===== config.mk =====
export PLATFORM = sky130hd
export DESIGN_NAME = sram_like_bridge
export DESIGN_NICKNAME = d
export VERILOG_FILES = /design/src/rtl/cpu_bus_pkg.sv /design/src/rtl/sat_counter.sv /design/src/rtl/sram_like_bridge.sv
export SDC_FILE = /design/constraint.sdc
export NUM_CORES = 1
export LEC_CHECK = 0
export CORE_MARGIN = 3
export CORE_UTILIZATION = 25
export CTS_CLUSTER_DIAMETER = 50
export DETAILED_ROUTE_END_ITERATION = 16
export GPL_ROUTABILITY_DRIVEN = 0
export SYNTH_ARGS = -nofsm -noshare
export SYNTH_HDL_FRONTEND = slang
export SYNTH_HIERARCHICAL = 1
export SYNTH_SLANG_ARGS = --single-unit

===== constraint.sdc =====
create_clock -name clk -period 5.26 [get_ports clk]
set_clock_uncertainty 0.05 [all_clocks]
set_input_delay 1.315 -clock clk [delete_from_list [all_inputs] [get_ports clk]]
set_output_delay 1.315 -clock clk [all_outputs]
set_load 0.005 [all_outputs]

===== src/rtl/cpu_bus_pkg.sv =====
// Shared CPU-to-bus definitions: bridge states, transfer sizes
// and the write-strobe helpers reused by the data-side write path.
package cpu_bus_pkg;

  typedef enum logic [1:0] {
    S_IDLE,
    S_ADDR,
    S_DATA,
    S_DONE
  } bridge_state_e;

  localparam logic [1:0] SIZE_BYTE  = 2'd0;
  localparam logic [1:0] SIZE_HALF  = 2'd1;
  localparam logic [1:0] SIZE_WORD  = 2'd2;
  localparam logic [1:0] SIZE_DWORD = 2'd3;

  function automatic logic [1:0] strb_to_size(
    input logic [7:0] s
  );
    logic [1:0] sz;
    case ($countones(s))
      1:       sz = SIZE_BYTE;
      2:       sz = SIZE_HALF;
      4:       sz = SIZE_WORD;
      default: sz = SIZE_DWORD;
    endcase
    return sz;
  endfunction

  // Only naturally aligned 1/2/4/8-byte strobe groups are legal.
  function automatic logic strb_legal(
    input logic [7:0] s,
    input int         dw
  );
    logic ok;
    case (s)
      8'h01, 8'h02, 8'h04, 8'h08,
      8'h10, 8'h20, 8'h40, 8'h80,
      8'h03, 8'h0c, 8'h30, 8'hc0,
      8'h0f, 8'hf0:          ok = 1'b1;
      8'hff:                 ok = (dw == 64);
      default:               ok = 1'b0;
    endcase
    if (dw == 32 && s[7:4] != 4'h0) ok = 1'b0;
    return ok;
  endfunction

endpackage


===== src/rtl/sat_counter.sv =====
// Width-parametrised up counter that sticks at all-ones.
module sat_counter #(
  parameter int W = 32
) (
  input  logic         clk,
  input  logic         rst,
  input  logic         inc,
  output logic [W-1:0] q
);

  always_ff @(posedge clk or posedge rst) begin
    if (rst) begin
      q <= '0;
    end else if (inc && !(&q)) begin
      q <= q + W'(1);
    end
  end

endmodule


===== src/rtl/sram_like_bridge.sv =====
// Single-cycle SRAM port to req/addr_ok/data_ok split bus bridge.
// Stalls the core per transaction and drops responses after a flush.
module sram_like_bridge
  import cpu_bus_pkg::*;
#(
  parameter int ADDR_W = 32,
  parameter int DATA_W = 32,
  parameter int STRB_W = DATA_W / 8,
  parameter int CNT_W  = 32
) (
  input  logic              clk,
  input  logic              rst,
  input  logic              cpu_en,
  input  logic [STRB_W-1:0] cpu_wen,
  input  logic [1:0]        cpu_size,
  input  logic [ADDR_W-1:0] cpu_addr,
  input  logic [DATA_W-1:0] cpu_wdata,
  input  logic              cpu_hold,
  input  logic              cpu_flush,
  output logic [DATA_W-1:0] cpu_rdata,
  output logic              cpu_stall,
  output logic              bus_req,
  output logic              bus_wr,
  output logic [1:0]        bus_size,
  output logic [STRB_W-1:0] bus_wstrb,
  output logic [ADDR_W-1:0] bus_addr,
  output logic [DATA_W-1:0] bus_wdata,
  input  logic              bus_addr_ok,
  input  logic              bus_data_ok,
  input  logic [DATA_W-1:0] bus_rdata,
  output logic [CNT_W-1:0]  stall_cycles
);

  bridge_state_e state, state_nx;
  logic discard, discard_nx;

  logic [ADDR_W-1:0] req_addr;
  logic [DATA_W-1:0] req_wdata;
  logic [STRB_W-1:0] req_wen;
  logic [1:0]        req_size;
  logic [DATA_W-1:0] rdata_q;

  logic              in_addr;
  logic [STRB_W-1:0] wen_sel;
  logic [1:0]        size_sel;

  // While waiting for addr_ok the bus sees the latched request.
  assign in_addr   = (state == S_ADDR);
  assign wen_sel   = in_addr ? req_wen   : cpu_wen;
  assign size_sel  = in_addr ? req_size  : cpu_size;
  assign bus_addr  = in_addr ? req_addr  : cpu_addr;
  assign bus_wdata = in_addr ? req_wdata : cpu_wdata;
  assign bus_wstrb = wen_sel;
  assign bus_wr    = |wen_sel;
  assign bus_size  = bus_wr ? strb_to_size(8'(wen_sel))
                            : size_sel;

  assign cpu_rdata = rdata_q;
  assign cpu_stall = ~rst &
                     ((cpu_en & (state != S_DONE)) | discard);

  always_comb begin
    state_nx   = state;
    discard_nx = discard;
    bus_req    = 1'b0;
    unique case (state)
      S_IDLE: begin
        bus_req = cpu_en & ~cpu_flush & ~rst;
        if (bus_req)
          state_nx = bus_addr_ok ? S_DATA : S_ADDR;
      end
      S_ADDR: begin
        bus_req = 1'b1;
        if (cpu_flush) discard_nx = 1'b1;
        if (bus_addr_ok) state_nx = S_DATA;
      end
      S_DATA: begin
        if (bus_data_ok) begin
          state_nx   = (discard | cpu_flush) ? S_IDLE : S_DONE;
          discard_nx = 1'b0;
        end else if (cpu_flush) begin
          discard_nx = 1'b1;
        end
      end
      S_DONE: begin
        if (cpu_flush || !cpu_hold) state_nx = S_IDLE;
      end
      default: state_nx = S_IDLE;
    endcase
  end

  always_ff @(posedge clk or posedge rst) begin
    if (rst) begin
      state   <= S_IDLE;
      discard <= 1'b0;
      rdata_q <= '0;
    end else begin
      state   <= state_nx;
      discard <= discard_nx;
      if (state == S_DATA && bus_data_ok)
        rdata_q <= bus_rdata;
    end
  end

  always_ff @(posedge clk or posedge rst) begin
    if (rst) begin
      req_addr  <= '0;
      req_wdata <= '0;
      req_wen   <= '0;
      req_size  <= '0;
    end else if (state == S_IDLE && bus_req) begin
      req_addr  <= cpu_addr;
      req_wdata <= cpu_wdata;
      req_wen   <= cpu_wen;
      req_size  <= cpu_size;
    end
  end

  always_ff @(posedge clk) begin
    if (!rst && bus_req && bus_wr)
      assert (strb_legal(8'(bus_wstrb), DATA_W));
  end

  sat_counter #(
    .W (CNT_W)
  ) u_stall_cnt (
    .clk (clk),
    .rst (rst),
    .inc (cpu_stall),
    .q   (stall_cycles)
  );

endmodule


==> metrics <==
share of layout cells above drive strength 1 30.2%; final worst slack between 0.2 and 0.3 ns; Critical Path, Cell by Cell clkdlybuf4s50_1, mux2i_2, fa_1, inv_1, ha_1, ha_1, xnor2_1, nor2_1, mux2i_1, dlygate4sd2_1; H-tree depth 4; Syn Nets 613; postcts setup bufs 0; HP Class flip-flop to flip-flop; Largest delay share family, worst path adder cells; Post-DRT Antenna Nets 0; crit path kind primary input to output pin; RSZ-0062 raised after global routing no; PwrDens between 400 and 500 nW/um^2; CTS tree done; DR WL/cell between 15 and 20 um; dpl hpwl 12500 um; Critical Path RT 3.89 ns; Slew headroom 30.8%; largest family of logic cells by synthesized area multiplexers; P&R area growth vs syn 49.4%; fmax ~200 MHz; EDFF count, synth 0; Synth Register Bits roughly 140; DRT iter0 DRCs 171; Lkg Pwr ~4.5 nW; status finished, final reports clean; sum of buffers and inverters on the critical path 3; met3 WL post-DR 1440 um; CP Max Fanout 3; clock-pin slew on the worst setup and hold paths 0.06 ns; Top Layer Used met4; top-area cell type share of the netlist area approximately half; syn_area_per_cell 14.1 sq um; Post-Layout Cell Count roughly 1100; critical path arrival between 3 and 4 ns; maximum root-to-sink buffer count 2; largest net degree at the start of global routing between 70 and 80; routed vias around 4800; cts bufs inserted 17; Max Cap Viol 0; Compound-Gate Fraction of Synth Area 1.99%; DRC 0; Slowest cell on crit path fa_1; Largest stage delay, worst path about 0.54 ns; total global routing overflow 0; Ports 246; asr flop ratio synth between 90% and 100%; latest clock arrival within the worst-skew pair 0.41 ns; drt via density 4.25; mapped cell area approximately 7000 sq um; number of global-route vias before repair between 5000 and 6000; largest area contributor in the netlist dfrtp_1; Post-Synth XOR/XNOR Area 4.14%; core box area roughly 27000 sq um; Slew Viols, Final 0; row cnt 60; Post-Synth Simple-Gate Area 7.81%; die footprint 29900 sq um; Initial Util 25.7%; adder-cell area share of the yosys netlist between 1.5 and 2%; Post-Synthesis Cells around 500; initial antenna violation count 0; Routed WL around 18000 um; Pre-antenna DRT Iters 4; nets about 860; DRT met1 WL approximately 7900 um; DP Worst Slack -0.0421 ns; Filler cells approximately 2700; die height 173 um; clock sink count around 140; hold buffers post-CTS 0; synth warn 6; Synth Flop Type dfrtp_1; GR Util All Layers around an eighth; first-pass GRT wire length 29200 um; Setup TNS Final 0 ns; most frequent CP cell ha_1; n_diodes 0; Peak VDD IR 264 uV; Hold Fails Final Rpt 0; met2 WL between 8000 and 9000 um; synth unique cells 43; Slew @ Worst Pin about 1.0 ns; Synth area leaders dfrtp_1 (49%), mux2_2 (16%), mux2_4 (15%), xnor2_1 (2.1%), xor2_1 (2.0%); Setup crit end kind output pin; Post-CTS Resized 2; Root Buffer clkbuf_16; die extent in x between 150 and 200 um; Tmin final a little under 5 ns; period utilization between 90 and 100%; sequential fraction of the synthesis area between 40% and 50%; mux contribution to synthesized area around 32%; PortBufs between 200 and 250; placed insts ~1100; startpoint types primary input; final setup vio count 0
==> cell usage after synthesis (2+ instances only) <==
cell,number
xnor2_1,17
xor2_1,16
nand3_1,12
and3_1,5
nor3b_1,2
inv_1,14
nor4_1,3
mux2_2,99
nand4_1,12
dfrtp_1,137
nor3_2,9
nor3_1,7
buf_2,11
mux2i_1,7
nand2b_1,3
buf_6,9
nor2_1,8
and4_1,4
a21oi_1,2
ha_1,8
mux2_4,70
nand2_1,19
==> where the power goes <==
| group | internal, W | leakage [nW] | switching (W) |
|---|---|---|---|
| Clock | 0.000722 | 0.289 | 0.000498 |
| Combinational | 0.00147 | 2.55 | 0.000696 |
| Sequential | 0.00149 | 1.67 | 0.000249 |
==> routing by layer <==
metal,vias to the layer above,GRT usage [%]
met5,-,0
met4,0,3.18
met3,10,5.27
met2,156,18.8
met1,2365,15.4
li1,2273,-
==> cells in the final DEF, fill, tap and decap left out, drive strengths merged, types with 4 or more instances in the layout <==
| cell type | instances |
|---|---|
| and3 | 5 |
| and4 | 4 |
| buf | 8 |
| clkbuf | 18 |
| clkdlybuf4s50 | 243 |
| clkinv | 4 |
| dfrtp | 137 |
| ha | 8 |
| inv | 20 |
| mux2 | 169 |
| mux2i | 7 |
| nand2 | 19 |
| nand3 | 13 |
| nand4 | 12 |
| nor2 | 8 |
| nor3 | 17 |
| xnor2 | 17 |
| xor2 | 16 |
==> cell families (layout without fill, tap and decap cells) <==
| logic type | count (synthesis) | count (layout) |
|---|---|---|
| muxes | 176 | 176 |
| DFF | 137 | 137 |
| and+or+nand+nor | 90 | 90 |
| buffers and inverters | 36 | 299 |
| xor gates and xnor gates | 33 | 33 |
| AOI/OAI and AO/OA | 14 | 14 |
| adders and majority gates | 9 | 9 |
==> path summary, 6_finish.rpt <==
path	start	end	slack (ns)	cells after the start
hold / removal	u_stall_cnt/q[14]$_DFFE_PP0P_	u_stall_cnt/q[14]$_DFFE_PP0P_	0.45	1
min in group asynchronous	rst	u_stall_cnt/q[6]$_DFFE_PP0P_	1.42	3
hold reg to reg	u_stall_cnt/q[14]$_DFFE_PP0P_	u_stall_cnt/q[14]$_DFFE_PP0P_	0.45	1
setup reg to reg	state[0]$_DFFE_PP0P_	cpu_rdata[21]$_DFFE_PP0P_	2.83	5
max in group asynchronous	rst	req_addr[20]$_DFFE_PP0P_	2.87	3
setup / recovery	cpu_wen[0]	bus_size[1]	0.29	10
==> area by class of cell <==
class	instances	area (sq um)	share of cell area, %
multi-input cells	322	3340	32.1
inverters	14	55.1	0.528
well taps	372	465	4.47
clock inverters	14	159	1.53
clock buffers	18	439	4.22
flip-flops and latches	137	3430	32.9
repair buffers	253	2530	24.2
==> metrics by stage <==
stage / hold slack, ns / area, sq um / util [%] / power (W)
global route: 0.461 / 10400 / 38.3 / 0.00546
finish: 0.450 / 10400 / 38.3 / 0.00513
CTS: 0.451 / 10400 / 38.3 / 0.00523
detailed placement: 0.439 / 9810 / 36.1 / 0.00396
floorplan: 0.426 / 6970 / - / 0.00300
global placement: 0.434 / 9810 / 36.1 / 0.00394
==> flip-flops by register name, indices dropped and copies added (netlist names) <==
| register | count |
|---|---|
| u_stall_cnt/q | 32 |
| req_wen | 4 |
| discard | 1 |
| req_addr | 32 |
| req_size | 2 |
| req_wdata | 32 |
| cpu_rdata | 32 |
| state | 2 |
No activity file was read; power rests on OpenSTA's default activity.
